$ cat config.mk
export PLATFORM = sky130hd
export DESIGN_NAME = dcache_mem_responder
export DESIGN_NICKNAME = d
export VERILOG_FILES = /design/src/rtl/dcache_mem_responder.sv
export SDC_FILE = /design/constraint.sdc
export NUM_CORES = 1
export LEC_CHECK = 0
export ABC_CLOCK_PERIOD_IN_PS = 1500
export BUFFER_PORTS_ARGS = -buffer_cell sky130_fd_sc_hd__buf_2
export CAP_MARGIN = 30
export CORE_AREA = 2 2 87 89
export DETAILED_ROUTE_END_ITERATION = 10
export DIE_AREA = 0 0 89 91
export PLACE_DENSITY = 0.74
export SLEW_MARGIN = 30
export SYNTH_ARGS = -nofsm -noshare
export SYNTH_HDL_FRONTEND = slang
export SYNTH_SLANG_ARGS = --single-unit
$ cat constraint.sdc
create_clock -name clk -period 1.5 [get_ports clk]
set_input_delay 0.3 -clock clk [delete_from_list [all_inputs] [get_ports clk]]
set_output_delay 0.3 -clock clk [all_outputs]
set_load 0.01 [all_outputs]
$ cat src/rtl/dcache_mem_responder.sv
`default_nettype none
// +--------------------------------------------------------------------------+
// | Module   : dcache_mem_responder                                          |
// | Purpose  : Bridges data-cache requests onto a synchronous single-port    |
// |            SRAM. It does single-word writes with byte strobes, and       |
// |            single-word or wrapping critical-word-first burst reads.      |
// | Ports    : clk, rst (async, active-low)                                  |
// |            D_req/D_write/D_strobe/D_addr/D_in/D_type/D_burst : request   |
// |            D_out/D_wait/D_valid                              : response  |
// |            SRAM_CS/SRAM_WEB/SRAM_A/SRAM_DI/SRAM_DO           : SRAM side |
// | Revision : 1.0 - initial release                                         |
// +--------------------------------------------------------------------------+
module dcache_mem_responder #(
  parameter int SRAM_AW   = 14,
  parameter int BURST_LEN = 4
) (
  input  logic               clk,
  input  logic               rst,
  input  logic               D_req,
  input  logic               D_write,
  input  logic [3:0]         D_strobe,
  input  logic [31:0]        D_addr,
  input  logic [31:0]        D_in,
  input  logic [2:0]         D_type,
  input  logic               D_burst,
  output logic [31:0]        D_out,
  output logic               D_wait,
  output logic               D_valid,
  output logic               SRAM_CS,
  output logic [3:0]         SRAM_WEB,
  output logic [SRAM_AW-1:0] SRAM_A,
  output logic [31:0]        SRAM_DI,
  input  logic [31:0]        SRAM_DO
);

  // Width of the beat counter and of the wrapping word-offset field.
  localparam int c_BW = (BURST_LEN > 1) ? $clog2(BURST_LEN) : 1;

  typedef enum logic [1:0] {
    IDLE    = 2'd0,
    WR      = 2'd1,
    RD      = 2'd2,
    RD_LAST = 2'd3
  } state_t;

  state_t               r_state;
  state_t               w_state_nxt;
  logic [c_BW-1:0]      r_beat;
  logic [3:0]           r_strobe;
  logic                 r_burst;
  logic [SRAM_AW-1:0]   r_sram_a;
  logic [31:0]          r_sram_di;
  logic                 r_valid;

  logic                 w_accept;
  logic                 w_issue;
  logic                 w_last_beat;
  logic                 w_cs;
  logic [3:0]           w_web;

  // Size field and out-of-window / sub-word address bits carry no meaning here.
  logic w_unused_bits;
  assign w_unused_bits = ^{D_type, D_addr[31:SRAM_AW+2], D_addr[1:0]};

  assign w_last_beat = !r_burst || (r_beat == c_BW'(BURST_LEN - 1));

  // State register
  always_ff @(posedge clk or negedge rst) begin
    if (!rst) begin
      r_state <= IDLE;
    end else begin
      r_state <= w_state_nxt;
    end
  end

  // Next-state and SRAM control decode
  always_comb begin
    w_state_nxt = r_state;
    w_accept    = 1'b0;
    w_issue     = 1'b0;
    w_cs        = 1'b0;
    w_web       = 4'hF;
    case (r_state)
      IDLE: begin
        if (D_req) begin
          w_accept    = 1'b1;
          w_state_nxt = D_write ? WR : RD;
        end
      end
      WR: begin
        w_cs        = 1'b1;
        w_web       = ~r_strobe;
        w_state_nxt = IDLE;
      end
      RD: begin
        w_cs    = 1'b1;
        w_issue = 1'b1;
        if (w_last_beat) begin
          w_state_nxt = RD_LAST;
        end
      end
      RD_LAST: begin
        w_state_nxt = IDLE;
      end
      default: begin
        w_state_nxt = IDLE;
      end
    endcase
  end

  // Request capture, burst address sequencing and read-valid tracking.
  // SRAM_A and SRAM_DI are registers so they hold their last values while idle.
  always_ff @(posedge clk or negedge rst) begin
    if (!rst) begin
      r_beat    <= '0;
      r_strobe  <= '0;
      r_burst   <= 1'b0;
      r_sram_a  <= '0;
      r_sram_di <= '0;
      r_valid   <= 1'b0;
    end else begin
      // SRAM data returns one cycle after each address cycle.
      r_valid <= w_issue;
      if (w_accept) begin
        r_strobe <= D_strobe;
        r_burst  <= D_burst & ~D_write;
        r_beat   <= '0;
        r_sram_a <= D_addr[SRAM_AW+1:2];
        if (D_write) begin
          r_sram_di <= D_in;
        end
      end else if (w_issue && !w_last_beat) begin
        r_beat <= r_beat + c_BW'(1);
        // Only the in-burst offset advances, so it wraps within the aligned block.
        r_sram_a[c_BW-1:0] <= r_sram_a[c_BW-1:0] + c_BW'(1);
      end
    end
  end

  assign D_wait   = (r_state != IDLE);
  assign D_valid  = r_valid;
  assign D_out    = r_valid ? SRAM_DO : 32'h0;
  assign SRAM_CS  = w_cs;
  assign SRAM_WEB = w_web;
  assign SRAM_A   = r_sram_a;
  assign SRAM_DI  = r_sram_di;

endmodule
`default_nettype wire
Yosys cells after proc, flatten, opt, wreduce, memory -nomap -nowiden --
Cells that the tools add are included.
Storage, ports and cells: input bits 108, output and inout bits 85, register bits after elaboration 56
Cells by class: equal/unequal tests 6, bitwise logic cells 3, reductions and logical operators 11, add/subtract/negate cells 2, mux-type cells 14
Operators with widths (number):
- two-way mux 32 bit | 1
- two-way mux 2 bit | 7
- == test 2 bit (second input constant) | 3
- one-hot mux 2 bit (3 select lines) | 1
- adder 2 x 1 -> 2 bit (second input constant) | 2
- two-way mux 1 bit | 4
- two-way mux 4 bit | 1
- != test 2 bit (second input constant) | 2
- inverter 4 bit | 1
- AND reduction 2 bit | 2
- nonzero test 2 bit | 2
- OR reduction 2 bit | 2
- == test 2 x 1 -> 1 bit (second input constant) | 1
- logical NOT 1 bit | 2
- logical NOT 2 bit | 1
- bitwise AND 1 bit | 1
- logical AND 1 bit | 1
- logical OR 1 bit | 1
- inverter 1 bit | 1

Logic depth before layout (Yosys ltp) --
Gate-level depths: netlist of the first run.
depth in word-level cells 6, gate-level depth with buffers 6

Worst setup path after synthesis of the first run --
Ideal clock, no wire load.
path type reg2reg, from register r_state[0], to register r_state[0], cell stages (with the launch flop) 6, path slack -6 ps, required time 1375 ps, library setup time 125 ps, buffers on the path 0, arrival time 1381 ps, path through dfrtp_1 -> inv_1 -> ha_1 -> inv_1 -> o21ai_0 -> mux2_2
Between the ends: word-level cells in the longest chain between the ends 3, elaborated cells on any way between the ends 9, those cells by class eq/ne (5); mux (1); reduce/logical (3)
Ends and longest elaborated chain:
- start, declared | RTL line 46 | state_t r_state;
- start signal, assigned | RTL line 72 | r_state <= w_state_nxt;
- == test 2 bit, or another cell as far along | RTL line 83 | case (r_state)
- OR reduction 2 bit (no line) / != test 2 bit (equally long branches)
- one-hot mux 2 bit (3 select lines) / AND reduction 2 bit (equally long branches)
Several ways; a longest one is shown, not always the timed one. A chain may end at the register's enable or synchronous reset.

Final worst setup path of the first run --
from register r_state[1], to output port SRAM_WEB[1]
Between the ends: word-level cells in the longest chain between the ends 2
Ends and longest elaborated chain:
- == test 2 x 1 -> 1 bit | RTL line 83
- two-way mux 4 bit | RTL line 83
- end, declared | RTL line 30 | output logic [3:0] SRAM_WEB,
Every way passes these cells.

==> impl_results.rst, run 1 <==
.. list-table::
   :header-rows: 1

   * - Metric
     - Value
   * - Areal power density over the cells
     - 1870 nW/um2
   * - Endpoint, Worst Hold
     - SRAM_DI[12]$_DFFE_PN0P_
   * - Final Hold Viols
     - 0
   * - Switching power as a share of total power
     - 34.2%
   * - Smallest hold slack
     - 0.210 ns
   * - Clk pin slew, worst setup/hold paths
     - 0.10 ns
   * - First drt pass iteration count
     - 6
   * - All-Layer GR Usage
     - 14.4%
   * - CTS Buf Count
     - 5
   * - Reg-to-Reg Start
     - r_state[0]$_DFFE_PN0P_
   * - Number of antenna violations at the first check in global routing
     - 0
   * - Net switching power of the design
     - 2.51 mW
   * - Required @ worst endpoint
     - 1.20 ns
   * - Number of pins exceeding their max-slew limit in the final report
     - 0
   * - Fmax achieved
     - 660 MHz
   * - Crit path setup slack, layout
     - -0.0146 ns
   * - Layout Area Growth over Synthesis
     - 61.6%
   * - Final-layout fill cell count
     - 659
   * - Post-synthesis cell area
     - 2430 um2
   * - Proportion of synthesized chip area in sequential cells
     - 57.8%
   * - Average wire length per cell after detail routing
     - 13.9 um
   * - Unrepaired setup endpoints after global routing
     - yes
   * - Final clock skew
     - 0.00942 ns
   * - Number of placed instances, taps included
     - 452
   * - Avg Inst Size Synth
     - 13.4 um2
   * - Cells after synthesis
     - 181
   * - Fraction of final layout cells with drive strength greater than 1
     - 74.7%
   * - Total clock sinks
     - 56
   * - Worst R2R Path Depth
     - 7
   * - Time the worst path needs with I/O delays and setup
     - 1.51 ns
   * - Worst EP arrival
     - 1.21 ns
   * - Clk root buf
     - sky130_fd_sc_hd__clkbuf_8
   * - Pin slew with the least headroom to its limit
     - 0.295 ns
   * - Routing usage on met3
     - 3.36%
   * - Non-Filler Cell Area, Final
     - 3920 um2
   * - Startpoint of the tightest hold check path
     - D_in[12]
   * - Reg-to-Reg End
     - r_state[1]$_DFFE_PN0P_
   * - IO buf count
     - 171
   * - Placeable core region
     - 7140 um2
   * - Failing checks
     - setup timing
   * - Kind of end point of the critical path
     - output pin
   * - Clk_lat worst skew
     - 0.30 ns
   * - Number of nets in the synthesized netlist
     - 294
   * - Max-cap violations
     - 0
   * - Via count
     - 2097
   * - Largest net degree at the start of global routing
     - 57
   * - Maximum level of the CTS H-tree
     - 2
   * - Standard-cell rows
     - 31
   * - Dpl hpwl
     - 4580 um
   * - Grt met2 use
     - 28.8%
   * - Register bit count reported by yosys
     - 56
   * - Critical Path Start Type
     - flop
   * - Internal reg-to-reg setup slack
     - 0.06 ns
   * - Leakage power
     - 2.02 nW
   * - Final number of setup-violating endpoints
     - 4
   * - Result of the run
     - finished with violations
   * - GR Layer Usage met1
     - 13.9%
   * - Largest buffer count on any clock path
     - 2
   * - GR Overflow Total
     - 0
   * - Number of distinct library cell variants in the gate-level netlist after synthesis
     - 18
   * - Final nets
     - 480
   * - Worst-case headroom to the max-slew limit
     - 80.3%
   * - Maximum fanout along the worst path
     - 4
   * - Starting Density
     - 34.0%
   * - Die width
     - 89 um
   * - Seq pwr share
     - 36.3%
   * - Number of vias per cell after detailed routing
     - 4.49
   * - TritonCTS clock tree
     - yes
   * - Worst Hold Class
     - in -> reg
   * - WHS Path Cells
     - 2
   * - Number of DRC markers in iteration 0
     - 52
   * - Maximum resistive drop on vdd
     - 818 uV
   * - First-pass GRT wire length
     - 9230 um
   * - Post-Route Utilization
     - 54.9%
   * - Area of the die
     - 8100 um2
   * - Critical path type
     - reg -> out
   * - Share of power burned in the clock network
     - 11.3%
   * - Vias in the first global route
     - 2160
   * - Placement Cell Area
     - 3490 um2
   * - Count of unresolved DRC violations after routing
     - 0
   * - Die H
     - 91 um
   * - Share of total power in combinational logic
     - 52.5%
   * - Post-layout instance count excluding filler cells
     - 467
   * - Antenna diode count
     - 0
   * - Wire length reported by the detailed router
     - 6480 um
   * - Cell internal power dissipation
     - 4.83 mW
   * - Final antenna-violating net count
     - 0
   * - Share of the clock period used by the worst path
     - 101%
   * - Synthesis Warnings
     - 0
   * - Busiest layer in global routing
     - met2
   * - Count of pins on the block boundary
     - 193
   * - Placer's final routability congestion estimate
     - 0.696
## power by group through the flow
stage                     logic [mW]  clock network [mW]  registers (mW)
after CTS                       3.40               0.878            2.65
after detailed placement        3.14                   0            2.73
final                           3.85               0.826            2.66
after global routing            4.17               0.936            2.77
after floorplan                 1.46                   0            2.97
after global placement          3.08                   0            2.69
## state kept, by name, indices dropped and copies added, names as in the netlist
signal / cells
SRAM_DI: 32
SRAM_A: 14
r_strobe: 4
r_beat: 2
r_state: 2
D_valid: 1
r_burst: 1
## cells by family after synthesis
group / count (synthesis) / share of synthesized area (%)
AO/OA/AOI/OAI: 7 / 1.44
adder cells (fa/ha/maj): 5 / 2.58
flip-flops: 56 / 57.8
XOR/XNOR: 3 / 1.08
multiplexers: 51 / 23.6
AND/OR/NAND/NOR: 47 / 11.4
buffers and inverters: 12 / 2.11
## cells in the mapped netlist
library cell / n / area, um2
sky130_fd_sc_hd__dfrtp_1: 56 / 1400
sky130_fd_sc_hd__mux2_2: 48 / 541
sky130_fd_sc_hd__and2_1: 32 / 200
sky130_fd_sc_hd__nand2_1: 8 / 30.0
sky130_fd_sc_hd__buf_2: 5 / 25.0
sky130_fd_sc_hd__ha_1: 5 / 62.6
sky130_fd_sc_hd__a21oi_1: 4 / 20.0
sky130_fd_sc_hd__inv_1: 4 / 15.0
sky130_fd_sc_hd__clkbuf_1: 3 / 11.3
sky130_fd_sc_hd__o21ai_0: 3 / 15.0
sky130_fd_sc_hd__xor2_1: 3 / 26.3
sky130_fd_sc_hd__mux2_1: 2 / 22.5
sky130_fd_sc_hd__nand2b_1: 2 / 12.5
sky130_fd_sc_hd__nor2_1: 2 / 7.51
sky130_fd_sc_hd__mux2i_1: 1 / 10.0
sky130_fd_sc_hd__nand3_2: 1 / 10.0
sky130_fd_sc_hd__nand3b_1: 1 / 7.51
sky130_fd_sc_hd__nand4b_1: 1 / 8.76
## worst max path at each step
stage	startpoint	endpoint	slack (ns)	cells past startpoint
finish	r_state[1]$_DFFE_PN0P_	SRAM_WEB[1]	-0.01	5
global route	r_state[1]$_DFFE_PN0P_	SRAM_WEB[0]	-0.08	5
CTS	r_state[0]$_DFFE_PN0P_	D_wait	-0.03	4
detailed placement	r_state[0]$_DFFE_PN0P_	SRAM_DI[13]$_DFFE_PN0P_	-0.03	5
global placement	r_state[0]$_DFFE_PN0P_	SRAM_DI[12]$_DFFE_PN0P_	0.001	5
floorplan	r_state[0]$_DFFE_PN0P_	SRAM_A[10]$_DFFE_PN0P_	0.05	5
## worst max-delay path: stages, from the launching register on
cell and delay [ns]:
sky130_fd_sc_hd__dfrtp_1 0.40, sky130_fd_sc_hd__inv_2 0.09, sky130_fd_sc_hd__buf_6 0.11, sky130_fd_sc_hd__ha_4 0.15
sky130_fd_sc_hd__nand2_1 0.05, sky130_fd_sc_hd__buf_2 0.13
## metrics by stage
step / power, mW / setup WS [ns] / setup TNS [ns]
2_1_floorplan: 4.43 / 0.0472 / 0
6_report: 7.33 / -0.0146 / -0.0416
4_1_cts: 6.93 / -0.0298 / -0.0958
5_1_grt: 7.87 / -0.0760 / -0.771
3_3_place_gp: 5.76 / 0.000967 / 0
3_5_place_dp: 5.87 / -0.0252 / -0.0634
## cell usage in the layout (no fill, tap or decap), drive strengths merged
master and n:
dfrtp 56, mux2 50, ha 5, nand2 8
xor2 3, inv 4, mux2i 1, a21oi 4
buf 186, o21ai 3, clkbuf 8, nand4b 1
and2 32, nand3 1, nor2 2, dlygate4sd3 1
nand3b 1, nand2b 2
## final cells by class
cell class	instances	area, um2	area share, %
Clock buffer	8	90.1	2.30
Sequential cell	56	1400	35.8
Tap cell	99	124	3.16
Multi-Input combinational cell	113	1080	27.5
Inverter	4	15.0	0.383
Timing Repair Buffer	187	1210	30.8
## what timing repair did
action	in CTS	in global routing
hold buffers	1	0
buffers inserted	5	0
hold endpoints to repair	48	0
pin swaps	1	1
cloned	0	1
setup endpoints to repair	66	34
resized for setup	8	62
## metal layers
metal	share of wire, %	routed length, um	vias up
li1	-	-	977
met1	34	2220	1010
met2	56	3600	104
met3	9.1	588	6
met4	1.2	75	0
met5	0	0	-
Power figures use the tool's default switching activity.
==> run 2: changes to the inputs <==
- PLACE_DENSITY: 0.74 -> unset
- PLACE_DENSITY_LB_ADDON: unset -> 0.05
==> run 2 against run 1 <==
The run still ends with setup timing left. Design area increased by 1.3%. Non-clock buffer count stayed put. Cell count did not move. Combinational power up 2%. Global-route usage is 0.16 points lower. Die area did not move. Routed wire length is 1.2% lower. Utilization grew 0.72 points. Hold slack worse by 0.0062 ns. Largest cell class unchanged.
==> impl_results.rst, run 2 (same netlist as run 1, synthesis figures left out) <==
.. list-table::
   :header-rows: 1

   * - Metric
     - Value
   * - Total clock sinks
     - 56
   * - Setup Slack @ Placement
     - 0.0102 ns
   * - Area of the die
     - 8100 um2
   * - Net switching power of the design
     - 2.51 mW
   * - Count of unresolved DRC violations after routing
     - 0
   * - Required @ worst endpoint
     - 1.20 ns
   * - Max-cap violations
     - 0
   * - Maximum fanout along the worst path
     - 8
   * - Unrepaired setup endpoints after global routing
     - yes
   * - Source of the critical timing path
     - D_valid$_DFF_PN0_
   * - Antenna diode count
     - 0
   * - Fraction of final layout cells with drive strength greater than 1
     - 76.1%
   * - CTS Buf Count
     - 5
   * - First-pass GRT wire length
     - 9050 um
   * - Placer's final routability congestion estimate
     - 0.731
   * - Clk root buf
     - sky130_fd_sc_hd__clkbuf_8
   * - Largest stage delay on the critical path
     - 0.47 ns
   * - Final antenna-violating net count
     - 0
   * - Worst-case headroom to the max-slew limit
     - 79.7%
   * - Number of flip-flops in the largest register
     - 32
   * - Crit path setup slack, layout
     - -0.0106 ns
   * - Final Hold Viols
     - 0
   * - Most common library cell in the layout ignoring fill and taps
     - sky130_fd_sc_hd__buf_2
   * - Ordered list of cells on the worst path
     - clkbuf_16, and2_1, buf_2
   * - TritonCTS clock tree
     - yes
   * - Time the worst path needs with I/O delays and setup
     - 1.51 ns
   * - Average wire length per cell after detail routing
     - 13.7 um
   * - Leakage power
     - 2.04 nW
   * - Clk pin slew, worst setup/hold paths
     - 0.10 ns
   * - Critical Path Start Type
     - flop
   * - Crit-path leading delay family
     - flip-flops
   * - Largest buffer count on any clock path
     - 2
   * - Startpoint of the tightest hold check path
     - D_in[13]
   * - Number of vias per cell after detailed routing
     - 4.34
   * - Dpl hpwl
     - 4580 um
   * - Standard-cell rows
     - 31
   * - Placeable core region
     - 7140 um2
   * - Number of antenna violations at the first check in global routing
     - 0
   * - Crit path buf inv count
     - 2
   * - Area of combinational cells with multiple inputs
     - 1070 um2
   * - Pin slew with the least headroom to its limit
     - 0.305 ns
   * - Share of total power in combinational logic
     - 52.9%
   * - Crit path max-delay cell type
     - sky130_fd_sc_hd__dfrtp_2
   * - Wire length reported by the detailed router
     - 6410 um
   * - Final-layout fill cell count
     - 645
   * - Fmax achieved
     - 662 MHz
   * - Maximum resistive drop on vdd
     - 797 uV
   * - Clk_lat worst skew
     - 0.30 ns
   * - Highest-count cells in the layout ignoring fill and taps
     - 139 x sky130_fd_sc_hd__buf_2, 55 x sky130_fd_sc_hd__dfrtp_1, 48 x sky130_fd_sc_hd__mux2_2, 35 x sky130_fd_sc_hd__buf_6, 31 x sky130_fd_sc_hd__and2_4
   * - Seq pwr share
     - 35.6%
   * - Vias in the first global route
     - 1969
   * - IO buf count
     - 171
   * - Switching power as a share of total power
     - 33.8%
   * - Share of the clock period used by the worst path
     - 101%
   * - Share of power burned in the clock network
     - 11.4%
   * - Largest net degree at the start of global routing
     - 57
   * - Final number of setup-violating endpoints
     - 1
   * - Critical path type
     - reg -> out
   * - Worst EP arrival
     - 1.21 ns
   * - Areal power density over the cells
     - 1870 nW/um2
   * - Die H
     - 91 um
   * - Setup total negative slack
     - -0.0106 ns
   * - Via count
     - 2025
   * - Result of the run
     - finished with violations
   * - Sequential cell area
     - 1400 um2
   * - Failing checks
     - setup timing
   * - First drt pass iteration count
     - 4
   * - Kind of end point of the critical path
     - output pin
   * - Worst Hold Class
     - in -> reg
   * - Final clock skew
     - 0.00692 ns
   * - Maximum level of the CTS H-tree
     - 2
   * - Layout Area Growth over Synthesis
     - 63.7%
   * - Starting Density
     - 34.0%
   * - GR Overflow Total
     - 0
   * - Final nets
     - 480
   * - Number of DRC markers in iteration 0
     - 35
   * - Number of pins exceeding their max-slew limit in the final report
     - 0
   * - Reg-to-Reg Start
     - r_state[0]$_DFFE_PN0P_
   * - Cell internal power dissipation
     - 4.91 mW
   * - All-Layer GR Usage
     - 14.3%
   * - Count of pins on the block boundary
     - 193
   * - Die width
     - 89 um
[run 2: changes by cell type in the layout (fill, tap and decap cells not counted), sizes merged]
cell      delta
buf          -1
clkinvlp     +1
[run 2: cell type report]
cell class | instances | area share, %
Clock buffer | 7 | 2.17
Clock inverter | 1 | 0.189
Inverter | 4 | 0.378
Multi-Input combinational cell | 113 | 27.0
Sequential cell | 56 | 35.3
Tap cell | 99 | 3.12
Timing Repair Buffer | 187 | 31.9
[run 2: metal layers]
| layer | GRT usage [%] | vias to the layer above | share of wire [%] |
|---|---|---|---|
| met5 | 0 | - | 0 |
| met4 | 4.73 | 0 | 1.7 |
| met3 | 4.00 | 9 | 11 |
| met2 | 25.7 | 105 | 53 |
| met1 | 15.8 | 941 | 35 |
| li1 | - | 970 | - |
[run 2: through the flow]
| stage | total power [mW] | hold WS, ns | cell area [um2] | cells | utilization, % |
|---|---|---|---|---|---|
| 4_1_cts | 6.92 | 0.194 | 3660 | 466 | 51.2 |
| 5_1_grt | 7.96 | 0.193 | 3970 | 467 | 55.6 |
| 3_3_place_gp | 5.83 | 0.328 | 3490 | 453 | 49.0 |
| 6_report | 7.42 | 0.204 | 3970 | 467 | 55.6 |
| 2_1_floorplan | 4.43 | 0.00441 | 2430 | 181 | - |
| 3_5_place_dp | 5.90 | 0.329 | 3490 | 453 | 49.0 |
[run 2: final timing paths]
| path | end | slack, ns | cells after the start |
|---|---|---|---|
| setup / recovery | D_out[7] | -0.01 | 3 |
| hold reg to reg | SRAM_DI[13]$_DFFE_PN0P_ | 0.50 | 1 |
| hold / removal | SRAM_DI[13]$_DFFE_PN0P_ | 0.20 | 2 |
| min in group asynchronous | SRAM_A[5]$_DFFE_PN0P_ | 0.51 | 3 |
| max in group asynchronous | SRAM_DI[0]$_DFFE_PN0P_ | 0.72 | 3 |
| setup reg to reg | r_state[0]$_DFFE_PN0P_ | 0.05 | 6 |
[run 2: worst register-to-register path, cell delays in order, from the launching register on]
cell and delay, ns:
sky130_fd_sc_hd__dfrtp_1 0.40, sky130_fd_sc_hd__inv_2 0.06, sky130_fd_sc_hd__buf_4 0.10, sky130_fd_sc_hd__ha_1 0.17, sky130_fd_sc_hd__nand3b_1 0.10, sky130_fd_sc_hd__o21ai_1 0.15, sky130_fd_sc_hd__mux2_2 0.37
[run 2: what timing repair did]
item,4_1_cts,5_1_grt
gates resized for setup,8,69
endpoints found under the hold margin,47,0
hold buffers,1,0
endpoints found under the setup margin,39,25
pin swaps,1,0
cloned,0,1
buffers inserted,4,0
[run 2: power by group through the flow]
| stage | Combinational, mW | Sequential (mW) | Clock [mW] |
|---|---|---|---|
| floorplan | 1.46 | 2.97 | 0 |
| global placement | 3.16 | 2.67 | 0 |
| detailed placement | 3.20 | 2.70 | 0 |
| CTS | 3.40 | 2.62 | 0.892 |
| global route | 4.25 | 2.75 | 0.963 |
| finish | 3.93 | 2.64 | 0.845 |
